## config.mk

```make
export PLATFORM = sky130hd
export DESIGN_NAME = ctrl_seq
export DESIGN_NICKNAME = d
export VERILOG_FILES = /design/src/rtl/ctrl_seq.sv
export SDC_FILE = /design/constraint.sdc
export NUM_CORES = 1
export LEC_CHECK = 0
export CAP_MARGIN = 20
export CORE_MARGIN = 2
export CORE_UTILIZATION = 34
export CTS_CLUSTER_DIAMETER = 80
export DETAILED_ROUTE_END_ITERATION = 16
export PLACE_DENSITY = 0.85
export SYNTH_ARGS = -nofsm -noshare
export SYNTH_HDL_FRONTEND = slang
export SYNTH_SLANG_ARGS = --single-unit
```

## constraint.sdc

```tcl
create_clock -name clk -period 2 [get_ports clk]
set_input_delay 0.4 -clock clk [delete_from_list [all_inputs] [get_ports clk]]
set_output_delay 0.4 -clock clk [all_outputs]
set_load 0.02 [all_outputs]
```

## src/rtl/ctrl_seq.sv

```systemverilog
// Control sequencer for the bus-based accumulator computer: decodes sc/ir into bus and strobe controls.
// Optional feature: define CTRL_ILLEGAL_TRAP_EN to halt and flag illegal register-ref/I/O instructions.
module ctrl_seq #(
    parameter int DW = 16
) (
    input  logic          clk,
    input  logic          clr_n,
    input  logic          start,
    input  logic [3:0]    sc,
    input  logic [DW-1:0] ir,
    input  logic          dr_zero,
    input  logic          ac_zero,
    input  logic          ac_neg,
    input  logic          e_zero,
    output logic          run,
    output logic          sc_clr,
    output logic [2:0]    bus_sel,
    output logic          ld_ar,
    output logic          inr_ar,
    output logic          ld_pc,
    output logic          inr_pc,
    output logic          ld_ir,
    output logic          ld_dr,
    output logic          inr_dr,
    output logic          mem_wr,
    output logic [3:0]    ac_op,
    output logic          err
);
`ifdef CTRL_ILLEGAL_TRAP_EN
    localparam bit TRAP_EN = 1'b1;
`else
    localparam bit TRAP_EN = 1'b0;
`endif

    localparam logic [2:0] B_AR = 3'd1, B_PC = 3'd2, B_DR = 3'd3, B_AC = 3'd4, B_IR = 3'd5, B_MEM = 3'd7;
    localparam logic [2:0] OP_AND = 3'd0, OP_ADD = 3'd1, OP_LDA = 3'd2, OP_STA = 3'd3,
                           OP_BUN = 3'd4, OP_BSA = 3'd5, OP_ISZ = 3'd6, OP_REG = 3'd7;

    logic       run_q, run_d;
    logic [2:0] opc_q, opc_d;
    logic       ind_q, ind_d;
    logic       err_q, err_d;
    logic [11:0] rr;
    logic       rr_onehot;
    logic       halt, trap;

    assign rr        = ir[11:0];
    assign rr_onehot = (rr != 12'd0) && ((rr & (rr - 12'd1)) == 12'd0);

    always_comb begin
        run_d   = run_q;
        opc_d   = opc_q;
        ind_d   = ind_q;
        err_d   = err_q;
        sc_clr  = 1'b1;
        bus_sel = 3'd0;
        ld_ar   = 1'b0;
        inr_ar  = 1'b0;
        ld_pc   = 1'b0;
        inr_pc  = 1'b0;
        ld_ir   = 1'b0;
        ld_dr   = 1'b0;
        inr_dr  = 1'b0;
        mem_wr  = 1'b0;
        ac_op   = 4'd0;
        halt    = 1'b0;
        trap    = 1'b0;
        if (!run_q) begin
            if (start) run_d = 1'b1;
        end else begin
            sc_clr = 1'b0;
            case (sc)
                4'd0: begin bus_sel = B_PC; ld_ar = 1'b1; end
                4'd1: begin bus_sel = B_MEM; ld_ir = 1'b1; inr_pc = 1'b1; end
                4'd2: begin
                    bus_sel = B_IR;
                    ld_ar   = 1'b1;
                    opc_d   = ir[DW-2:DW-4];
                    ind_d   = ir[DW-1];
                end
                4'd3: begin
                    if (opc_q == OP_REG) begin
                        sc_clr = 1'b1;
                        if (ind_q) begin
                            trap = TRAP_EN;
                        end else if (TRAP_EN && !rr_onehot) begin
                            trap = 1'b1;
                        end else if (rr[11]) ac_op = 4'd4;
                        else if (rr[10]) ac_op = 4'd5;
                        else if (rr[9])  ac_op = 4'd6;
                        else if (rr[8])  ac_op = 4'd7;
                        else if (rr[7])  ac_op = 4'd8;
                        else if (rr[6])  ac_op = 4'd9;
                        else if (rr[5])  ac_op = 4'd10;
                        else if (rr[4])  inr_pc = !ac_neg && !ac_zero;
                        else if (rr[3])  inr_pc = ac_neg;
                        else if (rr[2])  inr_pc = ac_zero;
                        else if (rr[1])  inr_pc = e_zero;
                        else if (rr[0])  halt = 1'b1;
                    end else if (ind_q) begin
                        bus_sel = B_MEM;
                        ld_ar   = 1'b1;
                    end
                end
                default: begin
                    // T4 and later: memory-reference execute; anything past the last step just clears sc
                    sc_clr = 1'b1;
                    case (opc_q)
                        OP_AND, OP_ADD, OP_LDA: begin
                            if (sc == 4'd4) begin
                                sc_clr = 1'b0; bus_sel = B_MEM; ld_dr = 1'b1;
                            end else if (sc == 4'd5) begin
                                ac_op = 4'({1'b0, opc_q}) + 4'd1;
                            end
                        end
                        OP_STA: if (sc == 4'd4) begin bus_sel = B_AC; mem_wr = 1'b1; end
                        OP_BUN: if (sc == 4'd4) begin bus_sel = B_AR; ld_pc = 1'b1; end
                        OP_BSA: begin
                            if (sc == 4'd4) begin
                                sc_clr = 1'b0; bus_sel = B_PC; mem_wr = 1'b1; inr_ar = 1'b1;
                            end else if (sc == 4'd5) begin
                                bus_sel = B_AR; ld_pc = 1'b1;
                            end
                        end
                        OP_ISZ: begin
                            if (sc == 4'd4) begin
                                sc_clr = 1'b0; bus_sel = B_MEM; ld_dr = 1'b1;
                            end else if (sc == 4'd5) begin
                                sc_clr = 1'b0; inr_dr = 1'b1;
                            end else if (sc == 4'd6) begin
                                bus_sel = B_DR; mem_wr = 1'b1; inr_pc = dr_zero;
                            end
                        end
                        default: ;
                    endcase
                end
            endcase
            if (halt || trap) run_d = 1'b0;
            if (trap) err_d = 1'b1;
        end
    end

    always_ff @(posedge clk or negedge clr_n) begin
        if (!clr_n) begin
            run_q <= 1'b0;
            opc_q <= 3'd0;
            ind_q <= 1'b0;
            err_q <= 1'b0;
        end else begin
            run_q <= run_d;
            opc_q <= opc_d;
            ind_q <= ind_d;
            err_q <= err_d;
        end
    end

    assign run = run_q;
    assign err = err_q;
endmodule
```

# ---- Word-level counts from Yosys, hierarchy flattened
# Cells that the tools add are included.
dict set report word_totals {
  ff_bits 6
  output_inout_bits 18
  elab_cells 133
}
dict set report op_classes {
  n_addsub 1
  eq_ne 13
  mux 100
  reduce_logical 15
}
# cell count
set op_table {}
lappend op_table {{1-bit two-way mux} 69}
lappend op_table {{4-bit two-way mux} 13}
lappend op_table {{3-bit two-way mux} 6}
lappend op_table {{3-bit one-hot mux with 5 select lines} 1}
lappend op_table {{3-bit equality test (second input constant)} 4}
lappend op_table {{4-bit by 3-bit equality test with 1-bit output (second input constant)} 3}
lappend op_table {{3-bit one-hot mux with 4 select lines} 1}
lappend op_table {{4-bit OR reduction} 3}
lappend op_table {{1-bit one-hot mux with 2 select lines} 5}
lappend op_table {{4-bit by 2-bit equality test with 1-bit output (second input constant)} 2}
lappend op_table {{4-bit one-hot mux with 2 select lines} 1}
lappend op_table {{3-bit by 2-bit equality test with 1-bit output (second input constant)} 2}
lappend op_table {{2-bit two-way mux} 3}
lappend op_table {{3-bit OR reduction} 2}
lappend op_table {{3-bit by 1-bit adder with 4-bit output (second input constant)} 1}
lappend op_table {{4-bit by 1-bit equality test with 1-bit output (second input constant)} 1}
lappend op_table {{4-bit zero test} 1}
lappend op_table {{2-bit AND reduction} 2}
lappend op_table {{2-bit OR reduction} 2}
lappend op_table {{3-bit by 1-bit equality test with 1-bit output (second input constant)} 1}
lappend op_table {{3-bit zero test} 1}
lappend op_table {{1-bit one-hot mux with 3 select lines} 1}
lappend op_table {{1-bit zero test} 2}
lappend op_table {{1-bit logical AND} 1}
lappend op_table {{1-bit logical OR} 1}

# ---- Logic depth before layout (Yosys ltp)
dict set report depth {
  ltp_word 19
  depth_mapped 7
}

# ---- Worst setup path before layout
# No wires, ideal clock.
dict set report synth_timing {
  path_kind {reg2out}
  start {register opc_q[0]}
  end {output inr_pc}
  arrival_time_ns 1.765
  t_required_ns 1.600
  path_slack_ns -0.165
  path_stages_with_launch 7
  path_cell_list {dfrtp_1 -> inv_1 -> ha_1 -> nand2_1 -> o31a_1 -> or3_1 -> a31oi_1}
}
dict set report synth_via {
  elab_chain_cells 4
}
# item line
set synth_lines {}
lappend synth_lines {{start, declared} 40} ;# logic [2:0] opc_q, opc_d;
lappend synth_lines {{start signal, assigned} 151} ;# opc_q <= opc_d;
lappend synth_lines {{3-bit equality test, on equally long branches} {108, 82}}
lappend synth_lines {{1-bit two-way mux, on equally long branches} {108, 82}}
lappend synth_lines {{1-bit one-hot mux with 3 select lines *} 72} ;# case (sc)
lappend synth_lines {{1-bit two-way mux *} 68} ;# if (!run_q) begin
lappend synth_lines {{end, declared} 21} ;# output logic inr_pc,
# Mark *: on every way between the ends. The rest lies on a longest branch, timed or not.

# ---- Final worst setup path
dict set report layout_timing {
  start {register opc_q[0]}
  end {output ac_op[2]}
}
dict set report layout_via {
  elab_chain_cells 6
}
# item line
set layout_lines {}
lappend layout_lines {{3-bit by 1-bit adder with 4-bit output} 113} ;# ac_op = 4'({1'b0, opc_q}) + 4'd1;
lappend layout_lines {{4-bit two-way mux} 112} ;# end else if (sc == 4'd5) begin
lappend layout_lines {{4-bit two-way mux} 110} ;# if (sc == 4'd4) begin
lappend layout_lines {{4-bit two-way mux} 108} ;# case (opc_q)
lappend layout_lines {{4-bit one-hot mux with 2 select lines *} 72}
lappend layout_lines {{4-bit two-way mux *} 68}
lappend layout_lines {{end, declared} 26} ;# output logic [3:0] ac_op,
# Marked as above.

==> summary.txt <==
Result of the run - finished with violations
Failing checks - negative setup slack
Horiz. Die Dim - 52.5 um
Cell type with the highest aggregate area in the netlist - sky130_fd_sc_hd__dfrtp_1
Multi-input combinational cell area - 902 um2
Cell area after layout - 1910 um2
Vias per std cell - 5.67
Fraction of layout instances using a drive strength above 1 - 0.543
IR drop worst, VDD - 0.583 mV
Routability cong. - 0.901
Max stage delay on crit path - 0.46 ns
Initial core utilization - 0.361
Layout filler cell count - 115
Fmax achieved - 0.420 GHz
Placed standard-cell area - 1660 um2
Post-layout min period - 2.38 ns
Clock network fraction of design power - 0.120
Global-route wire length before repair - 6710 um
FF-to-FF setup slack - 0.35 ns
Buffer cell driving the clock tree root - sky130_fd_sc_hd__clkbuf_4
Total wirelength of the detailed-routed design - 4210 um
Power share of the combinational group - 0.730
Largest net degree at the start of global routing - 14
Leading cell type by number of instances after synthesis - sky130_fd_sc_hd__nor2_1
Count of state elements after synthesis - 5
Total DRC errors in the routed layout - 0
Post-synthesis cell count - 111
Post-synthesis instance area - 798 um2
Synthesized Nets - 144
I/O pins - 45
Number of pins exceeding their max-slew limit in the final report - 0
Post-route clock period utilization - 1.19
# H-tree levels - 1
Area grow syn2layout - 139%
Clock latency of the later-clocked register in the worst-skew pair - 0.24 ns
Pwr dens - 505 nW/um2
Die Outline Area - 2750 um2
TritonCTS clock tree - built
Row Count - 17
Most repeated library cell on the critical path - sky130_fd_sc_hd__ha_4
Internal power summed over all cells - 558 uW
Worst hold slack - 0.377 ns
Critical path startpoint category - flop
CTS Sinks - 5
Sequential Power Share - 0.149
Drt first-iter violations - 29
Cell family with the largest share of critical-path delay - simple AND/OR/NAND/NOR gates
Switching power summed over all nets - 407 uW
Synthesis warning total - 0
Number of max-cap violations - 0
Number of global-route vias before repair - 1420
Mapped Avg Cell Area - 7.19 um2
Type of the worst setup path - flop to primary output
Cells taking the most area after synthesis - sky130_fd_sc_hd__dfrtp_1, sky130_fd_sc_hd__ha_1, sky130_fd_sc_hd__mux2_1
Worst path buffer plus inverter count - 2
GRT Util Overall - 0.339
Register Area - 128 um2
Async S/R FF share, synth - 1.00
Number of distinct standard cells referenced by the synthesized netlist - 44
Clock buffer count from CTS - 3
Crit end category - primary output
Via count - 1288
Fraction of synthesized cell area taken by the top area cell type - 0.157
Final antenna diode count - 0
Fraction of the yosys area taken by sequential cells - 0.157
Max-slew headroom - 0.667
Worst slew pin tran - 0.495 ns
Net count reported at finish - 233
Cells traversed along the worst timing path - ha_4, ha_4, nand4b_1, or3_4, buf_4, o22ai_4, buf_6
Initial DRT Pass Iterations - 4
Ranking of synthesized cells by instance count - sky130_fd_sc_hd__nor2_1, sky130_fd_sc_hd__a21oi_1, sky130_fd_sc_hd__inv_1, sky130_fd_sc_hd__nand2_1, sky130_fd_sc_hd__nor3_1
Hold-fix buffers, CTS - 0
Hold Path Class - primary input to async pin
Number of failing hold endpoints at the final stage - 0
Maximum fanout along the worst path - 4
Critical path data arrival time - 1.98 ns
Antenna violations before repair - 0
Setup slack of the critical path after layout - -0.379 ns
Floorplan Core Area - 2210 um2
Final antenna-violating net count - 0
Unrepaired setup endpoints after global routing - true
Detailed-route wire length per cell - 18.5 um
Post-detail-place hpwl - 2850 um
Clock slew seen by the registers of the worst setup and hold paths - 0.04 ns
Switching fraction of total power - 0.422
Data required time of the critical path - 1.60 ns
Setup violators final - 13
Maximum buffer depth of the clock tree - 2
Number of enable flip-flop cells after synthesis - 0
Top FF cell, synth - sky130_fd_sc_hd__dfrtp_1
Worst path slowest cell - sky130_fd_sc_hd__or3_4
Aggregate global routing overflow - 0
Standby leakage power - 0.000834 uW
Clock skew - 0.00262 ns
PortBufs - 43
Chip Height - 52.5 um
==> cell usage in the layout, fill, tap and decap left out, drive strengths merged, types with 2 or more instances in the layout <==
master | netlist | layout
nand2b | 2 | 2
inv | 9 | 9
nand4 | 2 | 2
clkdlybuf4s50 | 0 | 19
nor4 | 3 | 3
dlygate4sd2 | 0 | 9
nand2 | 8 | 8
and2 | 2 | 2
nor2 | 13 | 13
ha | 6 | 6
a31oi | 3 | 3
nor3 | 7 | 7
or2 | 2 | 2
or4 | 2 | 2
a21oi | 9 | 9
o21bai | 2 | 2
dfrtp | 5 | 5
o2bb2ai | 2 | 2
o21ai | 3 | 3
mux2 | 5 | 5
buf | 3 | 61
o31ai | 2 | 2
or3 | 3 | 3
clkbuf | 2 | 4
==> what timing repair did <==
action                     in CTS  in global routing
buffers inserted                5                  0
pin swaps                      21                  8
setup endpoints to repair      16                 15
gates resized for setup       129                 12
==> cell families (layout without fill, tap and decap cells) <==
| family | count (synthesis) | after routing | synth area share |
|---|---|---|---|
| AOI/OAI and AO/OA | 29 | 29 | 0.238 |
| muxes | 6 | 6 | 0.0831 |
| DFF | 5 | 5 | 0.157 |
| buffers and inverters | 14 | 102 | 0.0737 |
| and+or+nand+nor | 50 | 50 | 0.350 |
| other | 1 | 1 | 0.00470 |
| adders and majority gates | 6 | 6 | 0.0940 |
==> metrics by stage <==
step / total power (uW) / utilization / TNS, ns / cells / worst slack (ns)
6_report: 965 / 0.863 / -3.67 / 227 / -0.379
5_1_grt: 1020 / 0.863 / -4.65 / 227 / -0.443
4_1_cts: 909 / 0.844 / -3.40 / 227 / -0.354
3_5_place_dp: 631 / 0.751 / -11.99 / 218 / -1.02
3_3_place_gp: 607 / 0.751 / -11.74 / 218 / -0.988
2_1_floorplan: 373 / - / -0.210 / 111 / -0.0703
==> layout make-up <==
type | count | share of cell area
Inverter | 9 | 0.0190
Clock buffer | 4 | 0.0138
Tap cell | 28 | 0.0183
Sequential cell | 5 | 0.0668
Multi-Input combinational cell | 92 | 0.472
Timing Repair Buffer | 89 | 0.410
==> worst paths after layout <==
check | start | to | cells past startpoint
setup / recovery | opc_q[0] | ac_op[2] | 7
hold reg to reg | opc_q[0] | opc_q[0] | 1
min in group clk | opc_q[0] | opc_q[0] | 1
setup reg to reg | opc_q[0] | run | 7
max in group asynchronous | clr_n | opc_q[0] | 1
hold / removal | clr_n | run | 1
==> flip-flops by register name, summed over array words and instances, names as in the netlist <==
register  flops
run           1
opc_q         3
ind_q         1
==> worst reg2reg max path, cell delays in order, from the launching register on <==
cell and delay, ns:
sky130_fd_sc_hd__dfrtp_2 0.40, sky130_fd_sc_hd__ha_4 0.16, sky130_fd_sc_hd__ha_4 0.12, sky130_fd_sc_hd__nand4b_1 0.16
sky130_fd_sc_hd__buf_4 0.19, sky130_fd_sc_hd__nor4_4 0.24, sky130_fd_sc_hd__buf_4 0.15, sky130_fd_sc_hd__a31oi_1 0.09
==> layer usage <==
metal / GRT usage / up-vias / wire, um
li1: - / 578 / -
met1: 0.372 / 634 / 1640
met4: 0.214 / 0 / 170
met2: 0.600 / 60 / 2190
met3: 0.0543 / 16 / 208
met5: 0 / - / 0
==> power groups by stage <==
stage                     Sequential (uW)  Combinational [uW]  Clock (uW)
after floorplan                       153                 220           0
after detailed placement              143                 488           0
after CTS                             143                 644         122
final                                 144                 705         116
after global routing                  146                 738         140
after global placement                142                 465           0
Power figures use the tool's default switching activity.
